--- config.mk ---
export PLATFORM = sky130hd
export DESIGN_NAME = johnson_seq_monitor
export DESIGN_NICKNAME = d
export VERILOG_FILES = /design/src/rtl/johnson_pkg.sv /design/src/rtl/johnson_code_decode.sv /design/src/rtl/johnson_seq_monitor.sv
export SDC_FILE = /design/constraint.sdc
export NUM_CORES = 1
export LEC_CHECK = 0
export ABC_AREA = 0
export CAP_MARGIN = 40
export CORE_MARGIN = 5
export CORE_UTILIZATION = 40
export DETAILED_ROUTE_END_ITERATION = 8
export DONT_BUFFER_PORTS = 1
export SETUP_SLACK_MARGIN = 0.4
export SYNTH_ARGS = -nofsm -noshare
export SYNTH_HDL_FRONTEND = slang
export SYNTH_SLANG_ARGS = --single-unit
--- constraint.sdc ---
create_clock -name CLK -period 5.7 [get_ports CLK]
set_input_delay 1.14 -clock CLK [delete_from_list [all_inputs] [get_ports CLK]]
set_output_delay 1.14 -clock CLK [all_outputs]
set_load 0.005 [all_outputs]
--- src/rtl/johnson_pkg.sv ---
// Shared types and helpers for Johnson-code consumers.
// Holds the monitor FSM state encoding, error ceiling and index-width helper.
package johnson_pkg;

    typedef enum logic [1:0] {
        HUNT  = 2'd0,
        TRACK = 2'd1,
        LOCK  = 2'd2
    } mon_state_t;

    localparam logic [7:0] ERR_MAX = 8'd255;

    // Bits needed to index all 2*w legal states of a w-bit Johnson code.
    function automatic int idx_width(input int w);
        return $clog2(2 * w);
    endfunction

endpackage

--- src/rtl/johnson_code_decode.sv ---
// Combinational Johnson-code decoder: maps an MSB-first-fill code to its index.
// Ports: CODE (in, WIDTH) -> legal (out, 1), idx (out, IW; 0 when not legal).
module johnson_code_decode
    import johnson_pkg::*;
#(
    parameter int WIDTH = 4,
    parameter int IW    = idx_width(WIDTH)
) (
    input  logic [WIDTH-1:0] CODE,
    output logic             legal,
    output logic [IW-1:0]    idx
);

    // Code word for index k: k<=WIDTH fills ones from the MSB down,
    // beyond that zeros fill from the MSB down over an all-ones word.
    function automatic logic [WIDTH-1:0] jcode(input int k);
        logic [WIDTH-1:0] c;
        c = '0;
        for (int i = 0; i < WIDTH; i++) begin
            if (k <= WIDTH)
                c[i] = (i >= WIDTH - k);
            else
                c[i] = (i < 2 * WIDTH - k);
        end
        return c;
    endfunction

    always_comb begin
        legal = 1'b0;
        idx   = '0;
        for (int k = 0; k < 2 * WIDTH; k++) begin
            if (CODE == jcode(k)) begin
                legal = 1'b1;
                idx   = IW'(k);
            end
        end
    end

endmodule

--- src/rtl/johnson_seq_monitor.sv ---
// Receive-side Johnson sequence monitor: decodes samples, tracks lock, counts errors.
// Ports: CLK, CLR (async high), EN, CODE in; STATE_IDX, IDX_VALID, ILLEGAL,
// SKIP, STALL, LOCKED, ERR_COUNT out. All outputs registered, 1-cycle latency.
module johnson_seq_monitor
    import johnson_pkg::*;
#(
    parameter int WIDTH    = 4,
    parameter int LOCK_CNT = 3,
    parameter int IW       = idx_width(WIDTH)
) (
    input  logic             CLK,
    input  logic             CLR,
    input  logic             EN,
    input  logic [WIDTH-1:0] CODE,
    output logic [IW-1:0]    STATE_IDX,
    output logic             IDX_VALID,
    output logic             ILLEGAL,
    output logic             SKIP,
    output logic             STALL,
    output logic             LOCKED,
    output logic [7:0]       ERR_COUNT
);

    localparam logic [IW-1:0] LAST_IDX = IW'(2 * WIDTH - 1);
    localparam logic [3:0]    LOCK_N   = 4'(LOCK_CNT);

    mon_state_t    state;
    logic [3:0]    run;
    logic [IW-1:0] prev_idx;

    logic          legal;
    logic [IW-1:0] idx;
    logic [IW-1:0] succ;
    logic [3:0]    run_nxt;
    logic [7:0]    err_inc;

    johnson_code_decode #(
        .WIDTH (WIDTH),
        .IW    (IW)
    ) u_dec (
        .CODE  (CODE),
        .legal (legal),
        .idx   (idx)
    );

    // Successor wraps explicitly so non-power-of-two state counts work.
    assign succ    = (prev_idx == LAST_IDX) ? '0 : prev_idx + 1'b1;
    assign run_nxt = run + 4'd1;
    assign err_inc = (ERR_COUNT == ERR_MAX) ? ERR_MAX : ERR_COUNT + 8'd1;

    // The reference index is exactly the last legal sample.
    assign STATE_IDX = prev_idx;
    assign LOCKED    = (state == LOCK);

    always_ff @(posedge CLK or posedge CLR) begin
        if (CLR) begin
            state     <= HUNT;
            run       <= '0;
            prev_idx  <= '0;
            IDX_VALID <= 1'b0;
            ILLEGAL   <= 1'b0;
            SKIP      <= 1'b0;
            STALL     <= 1'b0;
            ERR_COUNT <= '0;
        end else begin
            IDX_VALID <= 1'b0;
            ILLEGAL   <= 1'b0;
            SKIP      <= 1'b0;
            STALL     <= 1'b0;
            if (EN) begin
                if (!legal) begin
                    ILLEGAL   <= 1'b1;
                    ERR_COUNT <= err_inc;
                    state     <= HUNT;
                    run       <= '0;
                end else begin
                    IDX_VALID <= 1'b1;
                    prev_idx  <= idx;
                    case (state)
                        HUNT: begin
                            // No reference yet, so nothing counts as repeat/skip.
                            run   <= 4'd1;
                            state <= (LOCK_N == 4'd1) ? LOCK : TRACK;
                        end
                        default: begin
                            if (idx == prev_idx) begin
                                STALL <= 1'b1;
                            end else if (idx == succ) begin
                                if (state == TRACK) begin
                                    run <= run_nxt;
                                    if (run_nxt >= LOCK_N)
                                        state <= LOCK;
                                end
                            end else begin
                                SKIP      <= 1'b1;
                                ERR_COUNT <= err_inc;
                                state     <= TRACK;
                                run       <= 4'd1;
                            end
                        end
                    endcase
                end
            end
        end
    end

endmodule

==> out/metrics.csv <==
metric,value,unit
clock tree from TritonCTS,done,
number of levels in the clock H-tree,1,
"count leader, synth",dfrtp_1,
Pleak,0.6680,nW
mean instance size in the synthesized netlist,9.819,sq um
post-detailed-route DRC marker count,0,
number of global-route vias before repair,1240,
core utilization of the finished layout,42.34,%
"FFs w/ async S/R, synth",100.0,%
CTS hold repair buffers,0,
share of total power consumed by net switching,37.26,%
depth of the most critical reg-to-reg path,7,
Syn. warnings,0,
top_reg_cell synth,dfrtp_1,
register bit total from synthesis,21,
height of the chip,73.45,microns
# port buffers,0,
number of nets still failing antenna checks after routing,0,
share of the yosys chip area belonging to registers,32.63,%
startpoint of the lowest-slack hold path,state[0],
adder-cell share of the synthesized area,3.885,%
worst hold path class,flop to flop,
synthesis-to-finish area growth,3.652,%
Post-synth EDFFs,0,
critical path capture point,state[0],
I/O pin cnt,23,
average vias per placed instance,5.801,
final weighted congestion of routability-driven global placement,0.8932,
clock-pin slew on the worst setup and hold paths,70,ps
Synth Cell Area,1610,sq um
Yosys top cell by area,dfrtp_1,
initial antenna violation count,0,
pin count of the biggest net entering global routing,22,
Fillers,371,
ratio of cells with drive above 1 in the final layout,13.04,%
total wirelength of the detailed-routed design,3.273,mm
kind of launch point of the worst setup path,flop,
floorplan die area,5395,sq um
most instantiated cells after synthesis,"21 x dfrtp_1, 15 x nand2_1, 10 x mux2_1, 10 x nor2_1",
Critical Path Sink Type,flop,
internal cell power,0.3176,mW
global-route usage over all layers,13.34,%
run status,"complete, no violations",
Switching Power,0.1886,mW
Sinks on Clock Net,21,
fraction of the mapped netlist area in compound gates,16.08,%
FP Rows,23,
DRT iter0 DRCs,53,
latest clock arrival within the worst-skew pair,260,ps
peak supply drop,0.1024,mV
Final HPWL DP,2.439,mm
number of buffers on the longest clock path,2,
wire length of the first global-routing pass,5.789,mm
Routed wire per std cell,15.51,microns
top cells by area in the synthesized netlist,"dfrtp_1 33%, mux2_1 7.0%, ha_1 3.9%, nand2_1 3.5%, nand3b_1 2.3%",
"critical path fanouts, max",8,
Simple-Gate Fraction of Synth Area,26.65,%
top-area cell type share of the netlist area,32.63,%
R2R Path End,state[0],
power share of the combinational group,35.3,%
number of pins exceeding their max-slew limit in the final report,0,
CP arrival,2680,ps
highest attainable clock frequency,0.3934,GHz
synthesized instance count,164,
global-route congestion overflow total,0,
Setup-failing EPs final,0,
tightest slew margin relative to the limit,48.50,%
Inserted Clock Buffers,3,
final count of hold timing violations,0,
net count after synthesis,176,
Die Span X,73.45,microns
slew at the pin closest to its max-slew limit,771.7,ps
antenna fix cells,0,
dominant combinational cell family by area after synthesis,simple AND/OR/NAND/NOR gates,
minimum period implied by the final worst setup slack,2542,ps
initial standard-cell utilization of the core,40.84,%
final layout net count,174,
multiplexer fraction of the synthesized cell area,12.35,%
critical path class,flop to flop,
part of the power in registers,45.8,%
Clk network pwr share,18.9,%
launch instance of the worst register-to-register path,STATE_IDX[0],
area of the core region,3943,sq um
CTS root buf,clkbuf_8,
total setup buffers inserted after CTS,0,
"Distinct cells, synth",58,
Setup Total Neg Slack,0,ps
synthesized-area fraction occupied by xor and xnor cells,3.730,%
slack of the worst reg-to-reg path,3160,ps
post-cts repair resize count,0,
DR pass1 iterations,4,
Vias,1224,
RSZ-0062 raised after global routing,no,
Final Skew,4.551,ps
pwr dens,303.3,nW/um^2
count of max-cap constraint violations,0,
required time of the critical path,5840,ps
Critical Path Source,STATE_IDX[0],
Tcrit/Tclk final,44.60,%
## area by class of cell
type                            instances  area, sq um  share of cell area [%]
Clock buffer                            4        45.04                   2.699
Inverter                                7        26.28                   1.574
Multi-Input combinational cell        129         1010                   60.49
Sequential cell                        21        525.5                   31.48
Tap cell                               50        62.56                   3.748
## worst min-delay path by stage
stage,slack [ps],end,cells after the start
6_report,520,state[0],1
5_1_grt,550,state[0],1
4_1_cts,520,state[0],1
3_5_place_dp,510,state[0],1
3_3_place_gp,510,state[0],1
2_1_floorplan,480,state[0],1
## power by group through the flow
| stage | sequential (mW) | combinational, mW | clock [mW] |
|---|---|---|---|
| 6_report | 0.232 | 0.179 | 0.0956 |
| 5_1_grt | 0.239 | 0.203 | 0.107 |
| 4_1_cts | 0.233 | 0.180 | 0.101 |
| 3_5_place_dp | 0.236 | 0.180 | 0 |
| 3_3_place_gp | 0.233 | 0.170 | 0 |
| 2_1_floorplan | 0.222 | 0.158 | 0 |
## state kept, by name, indices dropped and copies added, names as in the netlist
signal and count:
SKIP 1, ERR_COUNT 8, STALL 1, STATE_IDX 3, ILLEGAL 1, run 4
state 2, IDX_VALID 1
## layout by cell type, fill, tap and decap left out, drive strengths merged, types with 4 or more instances in the layout
cell | Yosys | routed
a21oi | 4 | 4
clkbuf | 1 | 4
dfrtp | 21 | 21
ha | 5 | 5
inv | 7 | 7
mux2 | 13 | 13
mux2i | 4 | 4
nand2 | 15 | 15
nand3 | 4 | 4
nand3b | 5 | 5
nor2 | 10 | 10
nor2b | 4 | 4
nor3 | 7 | 7
o21ai | 8 | 8
xor2 | 4 | 4
## metrics by stage
stage	instance area [sq um]	cells	power [mW]	setup slack [ps]	hold slack, ps
2_1_floorplan	1610	164	0.3799	2776	479.8
3_5_place_dp	1624	207	0.4158	2903	506.0
6_report	1669	211	0.5062	3158	517.2
4_1_cts	1669	211	0.5142	3163	523.2
5_1_grt	1669	211	0.5488	3006	545.5
3_3_place_gp	1624	207	0.4033	2930	505.7
## metal layers
metal	up-vias	share of wire [%]	GRT usage, %
met5	-	0	0
met4	0	1.2	5.433
met3	4	7.4	3.694
met2	42	48	20.47
met1	582	44	17.61
li1	596	-	-
## cells by family (layout without fill, tap and decap cells)
| kind of cell | Yosys count | count (layout) |
|---|---|---|
| flip-flops | 21 | 21 |
| AO/OA/AOI/OAI | 29 | 29 |
| buffers and inverters | 14 | 11 |
| AND/OR/NAND/NOR | 72 | 72 |
| multiplexers | 17 | 17 |
| XOR/XNOR | 6 | 6 |
| adder cells (fa/ha/maj) | 5 | 5 |
## worst max-delay path: stages (launching register included)
cell and delay (ps):
dfrtp_1 490, ha_1 410, or3b_1 360, a21oi_1 270, o311a_1 300, o2111ai_1 130, o211ai_1 130, mux2_1 330
(Power assumes the default switching activity.)
